<file path="config.mk">
export PLATFORM = sky130hd
export DESIGN_NAME = wb_hyperram_wbuf
export DESIGN_NICKNAME = d
export VERILOG_FILES = /design/src/rtl/wb_hyperram_wbuf.sv
export SDC_FILE = /design/constraint.sdc
export NUM_CORES = 1
export LEC_CHECK = 0
export CAP_MARGIN = 0
export CORE_AREA = 2 2 168 170
export DETAILED_ROUTE_END_ITERATION = 7
export DIE_AREA = 0 0 170 172
export PLACE_DENSITY = 0.79
export SYNTH_ARGS = -nofsm -noshare
export SYNTH_HDL_FRONTEND = slang
export SYNTH_SLANG_ARGS = --single-unit
</file>
<file path="constraint.sdc">
create_clock -name wb_clk_i -period 4.65 [get_ports wb_clk_i]
set_input_delay 1.1625 -clock wb_clk_i [delete_from_list [all_inputs] [get_ports wb_clk_i]]
set_output_delay 1.1625 -clock wb_clk_i [all_outputs]
set_load 0.05 [all_outputs]
</file>
<file path="src/rtl/wb_hyperram_wbuf.sv">
// Posted-write buffer in front of the HyperRAM Wishbone controller.
// Ports: wbs_* upstream slave, wbm_* downstream master, level_o fill count.
module wb_hyperram_wbuf #(
  parameter int DEPTH = 4,
  parameter int AW    = 32,
  parameter int DW    = 32
) (
  input  logic              wb_clk_i,
  input  logic              wb_rstn_i,
  input  logic              wbs_cyc_i,
  input  logic              wbs_stb_i,
  input  logic              wbs_we_i,
  input  logic [DW/8-1:0]   wbs_sel_i,
  input  logic [AW-1:0]     wbs_adr_i,
  input  logic [DW-1:0]     wbs_dat_i,
  output logic              wbs_ack_o,
  output logic [DW-1:0]     wbs_dat_o,
  output logic              wbm_cyc_o,
  output logic              wbm_stb_o,
  output logic              wbm_we_o,
  output logic [DW/8-1:0]   wbm_sel_o,
  output logic [AW-1:0]     wbm_adr_o,
  output logic [DW-1:0]     wbm_dat_o,
  input  logic [DW-1:0]     wbm_dat_i,
  input  logic              wbm_ack_i,
  output logic [$clog2(DEPTH):0] level_o
);

  localparam int SW = DW / 8;
  localparam int PW = $clog2(DEPTH) + 1;
  localparam int IW = PW - 1;

  typedef enum logic [1:0] {
    IDLE,
    WR,
    RD,
    RESP
  } state_t;

  state_t state, state_nx;

  logic [AW-1:0] q_adr [DEPTH];
  logic [DW-1:0] q_dat [DEPTH];
  logic [SW-1:0] q_sel [DEPTH];

  logic [PW-1:0] wptr, rptr;
  logic          empty, full;
  logic          req, push, pop;
  logic          start_wr, start_rd;
  logic          capture, rd_resp;
  logic          abort_q;

  assign empty = (wptr == rptr);
  assign full  = (wptr[PW-1] != rptr[PW-1]) &&
                 (wptr[IW-1:0] == rptr[IW-1:0]);
  assign level_o = wptr - rptr;

  // ack gating keeps a held strobe from being taken twice
  assign req  = wbs_cyc_i & wbs_stb_i & ~wbs_ack_o;
  assign push = req & wbs_we_i & ~full &
                ((state == IDLE) | (state == WR));

  always_comb begin
    state_nx = state;
    pop      = 1'b0;
    start_wr = 1'b0;
    start_rd = 1'b0;
    capture  = 1'b0;
    rd_resp  = 1'b0;
    unique case (state)
      IDLE: begin
        if (!empty) begin
          state_nx = WR;
          start_wr = 1'b1;
        end else if (req && !wbs_we_i) begin
          state_nx = RD;
          start_rd = 1'b1;
        end
      end
      WR: begin
        if (wbm_ack_i) begin
          pop      = 1'b1;
          state_nx = IDLE;
        end
      end
      RD: begin
        if (wbm_ack_i) begin
          capture = 1'b1;
          // an abandoned read still finishes but is not acked upstream
          if (wbs_cyc_i && !abort_q) begin
            rd_resp  = 1'b1;
            state_nx = RESP;
          end else begin
            state_nx = IDLE;
          end
        end
      end
      RESP: state_nx = IDLE;
      default: state_nx = IDLE;
    endcase
  end

  always_ff @(posedge wb_clk_i or negedge wb_rstn_i) begin
    if (!wb_rstn_i) begin
      state <= IDLE;
    end else begin
      state <= state_nx;
    end
  end

  always_ff @(posedge wb_clk_i) begin
    if (push) begin
      q_adr[wptr[IW-1:0]] <= wbs_adr_i;
      q_dat[wptr[IW-1:0]] <= wbs_dat_i;
      q_sel[wptr[IW-1:0]] <= wbs_sel_i;
    end
  end

  always_ff @(posedge wb_clk_i or negedge wb_rstn_i) begin
    if (!wb_rstn_i) begin
      wptr      <= '0;
      rptr      <= '0;
      wbs_ack_o <= 1'b0;
      wbs_dat_o <= '0;
      wbm_cyc_o <= 1'b0;
      wbm_stb_o <= 1'b0;
      wbm_we_o  <= 1'b0;
      wbm_sel_o <= '0;
      wbm_adr_o <= '0;
      wbm_dat_o <= '0;
      abort_q   <= 1'b0;
    end else begin
      if (push) wptr <= wptr + 1'b1;
      if (pop)  rptr <= rptr + 1'b1;
      wbs_ack_o <= push | rd_resp;
      abort_q   <= (state == RD) && (abort_q || !wbs_cyc_i);
      if (capture) wbs_dat_o <= wbm_dat_i;
      if (start_wr) begin
        wbm_cyc_o <= 1'b1;
        wbm_stb_o <= 1'b1;
        wbm_we_o  <= 1'b1;
        wbm_adr_o <= q_adr[rptr[IW-1:0]];
        wbm_dat_o <= q_dat[rptr[IW-1:0]];
        wbm_sel_o <= q_sel[rptr[IW-1:0]];
      end else if (start_rd) begin
        wbm_cyc_o <= 1'b1;
        wbm_stb_o <= 1'b1;
        wbm_we_o  <= 1'b0;
        wbm_adr_o <= wbs_adr_i;
        wbm_sel_o <= wbs_sel_i;
      end else if (pop || capture) begin
        wbm_cyc_o <= 1'b0;
        wbm_stb_o <= 1'b0;
        wbm_we_o  <= 1'b0;
      end
    end
  end

endmodule

</file>
* Yosys cells after proc, flatten, opt, wreduce, memory -nomap -nowiden
Memories as Yosys holds them, arrays and structs flattened. A register that Yosys moved wholly into a read port is not among the register bits. Index checks and enable logic that the tools add are counted.
Word-level totals: bits in registers 80, memories kept 3, input bits 106, memory bits (writable) 272
Cells by class: equal/unequal tests 9, bitwise gates (word level) 9, $add $sub $neg 3, mux-type cells 28, reduce and logical (&&, ||, !) cells 14
Memory list:
- q_adr | words 4, width 32, rd ports 1, clocked after memory_dff 0, wr ports 1, line 42 | logic [AW-1:0] q_adr [DEPTH];
- q_dat | words 4, width 32, rd ports 1, clocked after memory_dff 1, wr ports 1, line 43 | logic [DW-1:0] q_dat [DEPTH];
- q_sel | words 4, width 4, rd ports 1, clocked after memory_dff 0, wr ports 1, line 44 | logic [SW-1:0] q_sel [DEPTH];
Operators with widths (number):
- 32-bit 2-to-1 mux | 2
- 1-bit 2-to-1 mux | 18
- 2-bit 2-to-1 mux | 5
- 4-bit 2-to-1 mux | 2
- 2-bit case mux with 4 select lines | 1
- 3-bit by 1-bit adder with 3-bit output (second input constant) | 2
- 1-bit AND | 5
- 2-bit equality test (second input constant) | 2
- 1-bit logical AND | 4
- 1-bit zero test | 4
- 2-bit != test (second input constant) | 2
- 3-bit equality test | 1
- 3-bit by 2-bit != test with 1-bit output (second input constant) | 1
- 3-bit AND reduction | 1
- 3-bit nonzero test | 1
- 3-bit subtractor | 1
- 2-bit by 1-bit equality test with 1-bit output (second input constant) | 1
- 2-bit equality test | 1
- 2-bit zero test | 1
- 1-bit logical OR | 2
- 1-bit inverter | 2
- 1-bit OR | 2
- 2-bit nonzero test | 1
- 1-bit != test | 1

* Logic depth before layout (Yosys ltp)
word-level depth 8, mapped depth 11, gate-level depth less buffers 6

* Worst setup path before layout
No wires, ideal clock.
path type register -> register, start register rptr[1], end memory q_adr[3][0], enable pin, stages on the path, launching flop included 9, path buffers 3, required time 4215 ps, arrival time 3470 ps, slack 745 ps, cells stage by stage dfrtp_1 > buf_2 > buf_2 > buf_1 > inv_1 > ha_1 > nand2_1 > o2111a_1 > and2_1
On the way: word-level cells in the longest chain between the ends 7
Ends and longest elaborated chain:
- from (decl) | line 46 | logic [PW-1:0] wptr, rptr;
- from (signal assigned) | line 134 | if (pop) rptr <= rptr + 1'b1;
- 2-bit equality test | line 55 | (wptr[IW-1:0] == rptr[IW-1:0]);
- 1-bit logical AND | line 54 | assign full = (wptr[PW-1] != rptr[PW-1]) &&
- 1-bit inverter | line 60 | assign push = req & wbs_we_i & ~full &
- 1-bit AND (2 in a row) | line 60
- 1-bit 2-to-1 mux | line 112 | if (push) begin
- 1-bit 2-to-1 mux (not written as such) | line 113 | q_adr[wptr[IW-1:0]] <= wbs_adr_i;
- to (decl) | line 42
Every way passes these cells.

* Worst setup path after layout
start register wptr[0], end output level_o[2]
On the way: word-level cells in the longest chain between the ends 1
Ends and longest elaborated chain:
- from (decl) | line 46
- from (signal assigned) | line 133 | if (push) wptr <= wptr + 1'b1;
- 3-bit subtractor | line 56 | assign level_o = wptr - rptr;
- to (decl) | line 26 | output logic [$clog2(DEPTH):0] level_o
Every way passes these cells.

==> impl_metrics.tcl <==
set metrics [dict create \
    outcome "finished clean" \
    clock_path_buffers 3 \
    synthToLayoutAreaGrowth_pct 25.2 \
    power_leakage_nw 6.47 \
    switching_share_pct 36.7 \
    fin_cells 1286 \
    min_delay_path_depth 1 \
    synth.top_cell.area_share_pct 55.9 \
    fin_util_pct 66.6 \
    relSlewSlack_pct 33.7 \
    startpoint_type "flop" \
    synth_seq_area_share_pct 75.0 \
    clk_pin_slew_ns 0.06 \
    syn_inst 686 \
    critPathKind "flop to output port" \
    synth_top_area_cell "edfxtp_1" \
    start_util_pct 53.2 \
    grt_antenna_before_repair 1 \
    synthesis.area_um2 14600 \
    synth_edf_count 272 \
    power.density_nw_per_um2 723 \
    worst_pin_slew_ns 0.994 \
    syn_area_per_cell_um2 21.3 \
    yosysMostFrequentCell "edfxtp_1" \
    finalSetupViolCount 0 \
    ys_warn_count 0 \
    drive_gt1_share_pct 22.9 \
    cts_tree "yes" \
    grt_pass1_wl_mm 46.2 \
    placed_cells 1216 \
    tns_ns 0 \
    synth.distinct_cells 38 \
    fmax_mhz 265 \
    synth_nets 800 \
    drt-pass1-iter-count 6 \
    maxCapViolCount 0 \
    grt_usage_pct 21.0 \
    core_um2 27500 \
    ios 213 \
    dr.first_iter.drc_count 670 \
    power_frac_seq_pct 35.3 \
    internal_power_w 0.00837 \
    reg2regPathDepth 8 \
    grt_overflow 0 \
    synth-seq-cells 384 \
    irDropWorstVdd_v 0.000510 \
    place_congestion 0.727 \
    nets 1025 \
    cp.required_ns 3.49 \
    hpwl_mm 18.5 \
    grt_max_degree 73 \
    fp.dieArea_um2 29200 \
    ctsResizeCount 0 \
    die_y_um 172 \
    critPathCaptureType "output port" \
    clock_latency_ns 0.52 \
    htreeDepth 2 \
    wirelength_mm 30.1 \
    port_buffers 212 \
    finClkSkew_ns 0.0175 \
    routed_via_density 5.82 \
    grt_pass1_vias 7808 \
    clkPwrFrac_pct 21.9 \
    ys.flop_type "edfxtp_1" \
    die_x_um 170 \
    worst-path-max-fanout 4 \
    num_rows 61 \
    ys_top_cells_by_count "edfxtp_1, dfrtp_1, o22a_1" \
    ys_top_cells_by_area "edfxtp_1, dfrtp_1, mux4_2, o22a_1, mux2_4" \
    cts_sinks 384 \
    cts_buffers 39 \
    final_max_slew_viol_count 0 \
    p_sw_w 0.00485 \
    finalCriticalPeriod_ns 3.77 \
    drc 0 \
    cts-root-buf "clkbuf_16" \
    num_vias 7481 \
    fin_crit_sh_pct 81.0 \
    synth_async_sr_flop_share_pct 29.2 \
    hold_buffers 0 \
    hold_violations 0 \
    pwr-share-comb_pct 42.8 \
    cts_setup_buffers 0 \
    routedWlPerCell_um 23.4 \
    rsz0062_at_grt "false" \
    cp.arrival_ns 2.61 \
    drtAntennaViolNets 0 \
    min_path_type "flop to flop" \
]
[area by class of cell]
| cell class | instances | area, um^2 |
|---|---|---|
| multi-input combinational | 255 | 3410 |
| fill | 1794 | 9180 |
| antenna | 1 | 2.50 |
| sequential | 384 | 11000 |
| inverter | 7 | 26.3 |
| tap | 346 | 433 |
| timing repair buffer | 224 | 2270 |
| clock inverter | 17 | 118 |
| clock buffer | 52 | 1060 |
[per-layer routing]
| layer | track usage [%] | vias to the layer above | share of wire (%) |
|---|---|---|---|
| met5 | 0 | - | 0 |
| met1 | 29.7 | 3876 | 42 |
| met2 | 34.3 | 322 | 49 |
| met3 | 3.94 | 48 | 7.1 |
| li1 | - | 3235 | - |
| met4 | 5.39 | 0 | 2.2 |
[state kept, by name (all words and copies together), names as in the netlist]
name       count
abort_q        1
q_adr        128
q_dat        128
q_sel         16
rptr           3
state          2
wbm_adr_o     32
wbm_dat_o     32
wbm_sel_o      4
wbm_stb_o      1
wbm_we_o       1
wbs_ack_o      1
wbs_dat_o     32
wptr           3
[critical path: stages (launching register included)]
cell and delay [ns]:
dfrtp_1 0.37, inv_1 0.12, ha_1 0.23, fa_1 0.38, xnor2_1 0.17, clkdlybuf4s50_1 0.84
[placed cells by master (no fill, tap or decap), types with 2 or more instances in the layout]
master	synthesis	final
edfxtp_1	272	272
clkdlybuf4s50_1	0	211
dfrtp_1	112	110
o22a_1	72	72
mux4_2	68	68
clkbuf_16	0	39
mux2_2	35	35
mux2_4	29	29
clkinv_2	0	11
clkbuf_1	11	9
buf_4	1	8
inv_1	7	7
nand2_1	7	7
ha_1	7	7
buf_12	0	5
xnor2_1	4	4
and2_4	0	4
clkbuf_8	0	4
xor2_1	3	3
o21ai_0	3	3
or2_2	0	2
nor2_1	3	2
inv_6	0	2
clkinv_1	0	2
dfrtp_4	0	2
[worst paths after layout]
kind	start	endpoint	slack, ns
worst max-delay path	wptr[0]	level_o[2]	0.88
worst min-delay path	wbm_adr_o[10]	wbm_adr_o[10]	0.50
worst max register to register	rptr[1]	wbm_dat_o[22]	1.48
worst min register to register	wbm_adr_o[10]	wbm_adr_o[10]	0.50
max in group asynchronous	wb_rstn_i	wbm_sel_o[2]	3.04
min in group asynchronous	wb_rstn_i	wbs_dat_o[22]	0.78
[cell families after synthesis]
logic type | count (synthesis) | synth area share (%)
buf+inv | 47 | 1.83
xor+xnor | 7 | 0.419
flops | 384 | 75.0
fa+ha+maj | 8 | 0.736
simple gates | 25 | 0.967
compound gates | 83 | 4.85
mux | 132 | 16.2
[through the flow]
stage	total power (W)	hold WS [ns]	worst slack (ns)	instance area, um^2
after CTS	0.0133	0.504	0.858	18300
after global routing	0.0138	0.522	0.797	18300
after detailed placement	0.0104	0.488	1.14	17100
final	0.0132	0.501	0.882	18300
after global placement	0.0103	0.482	1.20	17100
after floorplan	0.00870	0.498	0.745	14600
[power groups by stage]
stage	Combinational (W)	Clock, W	Sequential, W
floorplan	0.00252	0	0.00618
global placement	0.00561	0	0.00472
detailed placement	0.00568	0	0.00474
CTS	0.00572	0.00295	0.00468
global route	0.00596	0.00310	0.00473
finish	0.00566	0.00289	0.00467
Power figures use the tool's default switching activity.
